File: src/rtl/fetch_sequencer.sv
// Instruction fetch/execute sequencer: owns the PC, fetches 1- or 2-byte
// instructions plus an optional operand byte over a byte-wide req/ack port,
// then hands the instruction to execute and applies branch/halt on completion.
// Ports: clk_i/rst_i (async active-high); mem_req_o/mem_addr_o/mem_ack_i/
// mem_rdata_i memory port; inst_o/data_o/dec_en_o decoder side with
// dec_operand_rd_i/operand_addr_i; exec_valid_o/exec_done_i/take_branch_i/
// branch_target_i/halt_i execute side; pc_o, halted_o status.
// Optional feature macro: SEQ_SINGLE_STEP_EN adds step_i and a STEP_WAIT
// state that parks the sequencer after every completed instruction.
module fetch_sequencer #(
    parameter logic [15:0] RESET_PC = 16'h0000
) (
    input  logic        clk_i,
    input  logic        rst_i,
    output logic        mem_req_o,
    output logic [15:0] mem_addr_o,
    input  logic        mem_ack_i,
    input  logic [7:0]  mem_rdata_i,
    output logic [15:0] inst_o,
    output logic [7:0]  data_o,
    output logic        dec_en_o,
    input  logic        dec_operand_rd_i,
    input  logic [15:0] operand_addr_i,
    output logic        exec_valid_o,
    input  logic        exec_done_i,
    input  logic        take_branch_i,
    input  logic [15:0] branch_target_i,
    input  logic        halt_i,
    output logic [15:0] pc_o,
    output logic        halted_o
`ifdef SEQ_SINGLE_STEP_EN
    ,
    input  logic        step_i
`endif
);

    typedef enum logic [2:0] {
        S_START,
        S_FETCH_HI,
        S_FETCH_LO,
        S_OPERAND,
        S_EXECUTE,
        S_HALTED
`ifdef SEQ_SINGLE_STEP_EN
        ,
        S_STEP_WAIT
`endif
    } state_t;

    state_t      state_q, state_d;
    logic [15:0] pc_q, pc_d;
    logic [15:0] inst_q, inst_d;
    logic [7:0]  data_q, data_d;
    logic        dec_en_q, exec_valid_q, halted_q;
    logic [15:0] pc_inc;

    // 16-bit add wraps naturally, so an instruction may straddle FFFF->0000.
    assign pc_inc = pc_q + 16'd1;

    always_comb begin
        state_d = state_q;
        pc_d    = pc_q;
        inst_d  = inst_q;
        data_d  = data_q;
        case (state_q)
            S_START: state_d = S_FETCH_HI;
            S_FETCH_HI: begin
                if (mem_ack_i) begin
                    inst_d  = {mem_rdata_i, 8'h00};
                    pc_d    = pc_inc;
                    // Opcode bit 7 marks a 2-byte instruction.
                    state_d = mem_rdata_i[7] ? S_FETCH_LO : S_OPERAND;
                end
            end
            S_FETCH_LO: begin
                if (mem_ack_i) begin
                    inst_d[7:0] = mem_rdata_i;
                    pc_d        = pc_inc;
                    state_d     = S_OPERAND;
                end
            end
            S_OPERAND: begin
                if (dec_operand_rd_i) begin
                    if (mem_ack_i) begin
                        data_d  = mem_rdata_i;
                        state_d = S_EXECUTE;
                    end
                end else begin
                    state_d = S_EXECUTE;
                end
            end
            S_EXECUTE: begin
                if (exec_done_i) begin
                    if (halt_i) begin
                        // halt outranks take_branch; pc is left untouched.
                        state_d = S_HALTED;
                    end else begin
                        if (take_branch_i) begin
                            pc_d = branch_target_i;
                        end
`ifdef SEQ_SINGLE_STEP_EN
                        state_d = S_STEP_WAIT;
`else
                        state_d = S_FETCH_HI;
`endif
                    end
                end
            end
            S_HALTED: state_d = S_HALTED;
`ifdef SEQ_SINGLE_STEP_EN
            S_STEP_WAIT: begin
                if (step_i) begin
                    state_d = S_FETCH_HI;
                end
            end
`endif
            default: state_d = S_START;
        endcase
    end

    always_ff @(posedge clk_i or posedge rst_i) begin
        if (rst_i) begin
            state_q      <= S_START;
            pc_q         <= RESET_PC;
            inst_q       <= 16'h0000;
            data_q       <= 8'h00;
            dec_en_q     <= 1'b0;
            exec_valid_q <= 1'b0;
            halted_q     <= 1'b0;
        end else begin
            state_q      <= state_d;
            pc_q         <= pc_d;
            inst_q       <= inst_d;
            data_q       <= data_d;
            // Status flags are registered from the next state so they line up
            // exactly with the state they describe.
            dec_en_q     <= (state_d == S_OPERAND) || (state_d == S_EXECUTE);
            exec_valid_q <= (state_d == S_EXECUTE);
            halted_q     <= (state_d == S_HALTED);
        end
    end

    // Request is decoded from the state register only (plus the decoder's
    // operand flag), never from mem_ack_i, and drops as soon as reset hits.
    always_comb begin
        mem_req_o  = 1'b0;
        mem_addr_o = pc_q;
        case (state_q)
            S_FETCH_HI, S_FETCH_LO: mem_req_o = 1'b1;
            S_OPERAND: begin
                mem_req_o  = dec_operand_rd_i;
                mem_addr_o = operand_addr_i;
            end
            default: mem_req_o = 1'b0;
        endcase
    end

    assign inst_o       = inst_q;
    assign data_o       = data_q;
    assign pc_o         = pc_q;
    assign dec_en_o     = dec_en_q;
    assign exec_valid_o = exec_valid_q;
    assign halted_o     = halted_q;

endmodule

File: config.mk
export PLATFORM = sky130hd
export DESIGN_NAME = fetch_sequencer
export DESIGN_NICKNAME = d
export VERILOG_FILES = /design/src/rtl/fetch_sequencer.sv
export SDC_FILE = /design/constraint.sdc
export NUM_CORES = 1
export LEC_CHECK = 0
export BUFFER_PORTS_ARGS = -buffer_cell sky130_fd_sc_hd__buf_2
export CAP_MARGIN = 20
export CORE_ASPECT_RATIO = 0.9
export CORE_UTILIZATION = 30
export CTS_CLUSTER_SIZE = 14
export DETAILED_ROUTE_END_ITERATION = 10
export PLACE_DENSITY = 0.63
export SYNTH_ARGS = -nofsm -noshare
export SYNTH_HDL_FRONTEND = slang
export SYNTH_SLANG_ARGS = --single-unit
File: constraint.sdc
create_clock -name clk_i -period 4.7 [get_ports clk_i]
set_input_delay 0.94 -clock clk_i [delete_from_list [all_inputs] [get_ports clk_i]]
set_output_delay 0.94 -clock clk_i [all_outputs]
set_load 0.02 [all_outputs]
==> results.sh <==
export IMPL_leakage_nw=1.64
export IMPL_rsz0062_at_grt="no"
export IMPL_status="complete, but fails checks"
export IMPL_final_area_mm2=0.00318
export IMPL_synth_nets=317
export IMPL_ctsHoldBuffers=0
export IMPL_cts_tree="yes"
export IMPL_syn_avg_cell_area_um2=9.23
export IMPL_die_area_mm2=0.00865
export IMPL_ys_warn_count=0
export IMPL_arrival_ns=2.05
export IMPL_num_antenna_cells=0
export IMPL_critPathMaxStageDelay_ns=0.58
export IMPL_coreArea_mm2=0.00803
export IMPL_ant_nets=0
export IMPL_rr_startpoint="state_q[0]"
export IMPL_htreeDepth=2
export IMPL_routed_via_density=5.07
export IMPL_end_kind="output pin"
export IMPL_dp_slack_ns=1.98
export IMPL_drtPass1Iterations=8
export IMPL_layout_setup_ws_ns=1.71
export IMPL_portBuffers=106
export IMPL_hold_violations=0
export IMPL_finalClockSkew_ns=0.00533
export IMPL_finalNetCount=415
export IMPL_pwr_density_cell_mw_per_mm2=673
export IMPL_async_flop_share_pct=100
export IMPL_root_buffer="clkbuf_8"
export IMPL_area_growth_pct=27.9
export IMPL_cts_buffers=5
export IMPL_wl_per_cell_um=14.7
export IMPL_grt_max_degree=47
export IMPL_dieWidth_um=97.9
export IMPL_ys_types=55
export IMPL_crit_chain="nand3b_2, inv_2, nand2_1, o21ai_0, buf_2"
export IMPL_drt_initial_drc_count=90
export IMPL_drt_wl_total_mm=6.88
export IMPL_cap_violations=0
export IMPL_fin_crit_ns=2.99
export IMPL_die_h_um=88.3
export IMPL_synth_area_leaders="dfrtp_1 46%, nand2_1 12%, mux2_1 4.1%"
export IMPL_slew_viol_final=0
export IMPL_row_count=31
export IMPL_antenna_found_initial=0
export IMPL_r2r_cells=4
export IMPL_grt_pass1_vias=2142
export IMPL_start_kind="flop"
export IMPL_syn_inst=269
export IMPL_min_from="inst_o[12]"
export IMPL_violations="DRC"
export IMPL_gp_congestion=0.835
export IMPL_cts_setup_buffers=0
export IMPL_route_detailed_drc=6
export IMPL_track_usage_pct=16.3
export IMPL_crit_path_top_delay_cell="dfrtp_1"
export IMPL_netlist_area_mm2=0.00248
export IMPL_path_max_fanout=19
export IMPL_regToRegEndpoint="pc_o[8]"
export IMPL_irDropWorstVdd_mv=0.264
export IMPL_hold_path_class="reg -> reg"
export IMPL_grt_overflow=0
export IMPL_r2r_slack_ns=2.49
export IMPL_synth_edf_count=0
export IMPL_vias=2368
export IMPL_crit_required_ns=3.76
export IMPL_io_pins=107
export IMPL_synth_ff_type="dfrtp_1"
export IMPL_worstMarginPinSlew_ns=0.697
export IMPL_finalCritPeriodShare_pct=63.7
export IMPL_setup_violations=0
export IMPL_ys_seq_elements=46
export IMPL_yosysTopAreaCell="dfrtp_1"
export IMPL_hold_path_end="inst_o[12]"
export IMPL_synth_top_cell_area_share_pct=46.3
export IMPL_grt_first_pass_wirelength_mm=11.0
export IMPL_path_class="reg -> out"
export IMPL_drive_above_1_share_pct=35.6
export IMPL_ys_seq_area_share_pct=46.3
export IMPL_clock_sinks=46
export IMPL_min_path_cells=2
export IMPL_ctsResizeCount=0
export IMPL_clk_pin_slew_ns=0.10
export IMPL_clock_fmax_mhz=334
export IMPL_insertion_delay_ns=0.30
export IMPL_ctsLongestPathBuffers=2
export IMPL_slew_headroom_pct=53.5
export IMPL_dpl_cell_area_mm2=0.00304
export IMPL_start_util_pct=30.9
export IMPL_fin_tns_setup_ns=0
export IMPL_dp_hpwl_mm=4.98
layout by cell type, fill, tap and decap left out, drive strengths merged, types with 5 or more instances in the layout:
cell	synthesis	routed
a21oi	10	10
buf	12	107
nand3	9	9
clkbuf	4	5
dfrtp	46	46
a211oi	6	6
nor3	5	5
o21ai	10	10
inv	8	8
a22o	8	8
nand2	79	79
mux2	9	9
nor2	12	12
area by class of cell:
| type | instances | area (µm²) |
|---|---|---|
| Clock buffer | 5 | 68.8 |
| Fill cell | 842 | 4850 |
| Inverter | 8 | 30.0 |
| Timing Repair Buffer | 107 | 551 |
| Tap cell | 99 | 124 |
| Clock inverter | 3 | 45.0 |
| Sequential cell | 46 | 1150 |
| Multi-Input combinational cell | 199 | 1210 |
cell usage after synthesis (3+ instances only):
library cell	n
buf_4	4
o21ai_1	3
and3_1	3
buf_2	4
nand3_1	7
a311oi_1	3
clkbuf_1	4
dfrtp_1	46
nor3_1	5
nand2_1	79
o21ai_0	7
a22o_1	8
and2_1	3
nor2_1	11
o22ai_1	4
mux2_1	9
a21oi_1	9
inv_1	6
a221oi_1	3
a211oi_1	5
routing by layer:
layer  vias to the layer above  wire length, µm  global-route usage (%)
met5                         -                0                       0
met2                        61             3280                    25.2
met4                         0               30                    4.82
met3                         2              349                    3.87
met1                      1151             3210                    22.8
li1                       1154                -                       -
cell families after synthesis:
family          Yosys count  share of synthesized area (%)
compound gates           56                           16.7
fa+ha+maj                 1                          0.504
buf+inv                  24                           5.04
flops                    46                           46.3
mux                      10                           4.48
simple gates            132                           26.9
power by group:
part | internal, mW | switching (mW)
Sequential | 0.559 | 0.173
Clock | 0.158 | 0.144
Combinational | 0.394 | 0.710
flip-flops by register name, indices dropped and copies added, names as in the netlist:
| register | count |
|---|---|
| inst_o | 16 |
| exec_valid_o | 1 |
| pc_o | 16 |
| data_o | 8 |
| dec_en_o | 1 |
| state_q | 3 |
| halted_o | 1 |
metrics by stage:
step	cells	power (mW)	utilization, %	hold WS (ns)
3_3_place_gp	458	1.84	37.9	0.459
2_1_floorplan	269	1.51	-	0.538
6_report	467	2.14	39.6	0.476
4_1_cts	466	2.16	39.3	0.485
3_5_place_dp	458	1.86	37.9	0.462
5_1_grt	467	2.31	39.6	0.497
critical path: cells and delay by family (launching register included):
kind,cells,cell delay (ns)
buffers and inverters,2,0.62
AOI/OAI and AO/OA,1,0.07
and+or+nand+nor,2,0.47
DFF,1,0.58
how the worst max path moves through the flow:
stage	start	to	slack [ns]	cells after the start
6_report	state_q[0]	mem_addr_o[8]	1.71	5
5_1_grt	state_q[0]	mem_addr_o[8]	1.45	5
4_1_cts	state_q[0]	mem_addr_o[8]	1.64	5
3_5_place_dp	state_q[0]	mem_addr_o[8]	1.98	5
3_3_place_gp	state_q[0]	mem_addr_o[8]	2.04	5
2_1_floorplan	state_q[2]	mem_addr_o[10]	2.31	6
Power figures use the tool's default switching activity.
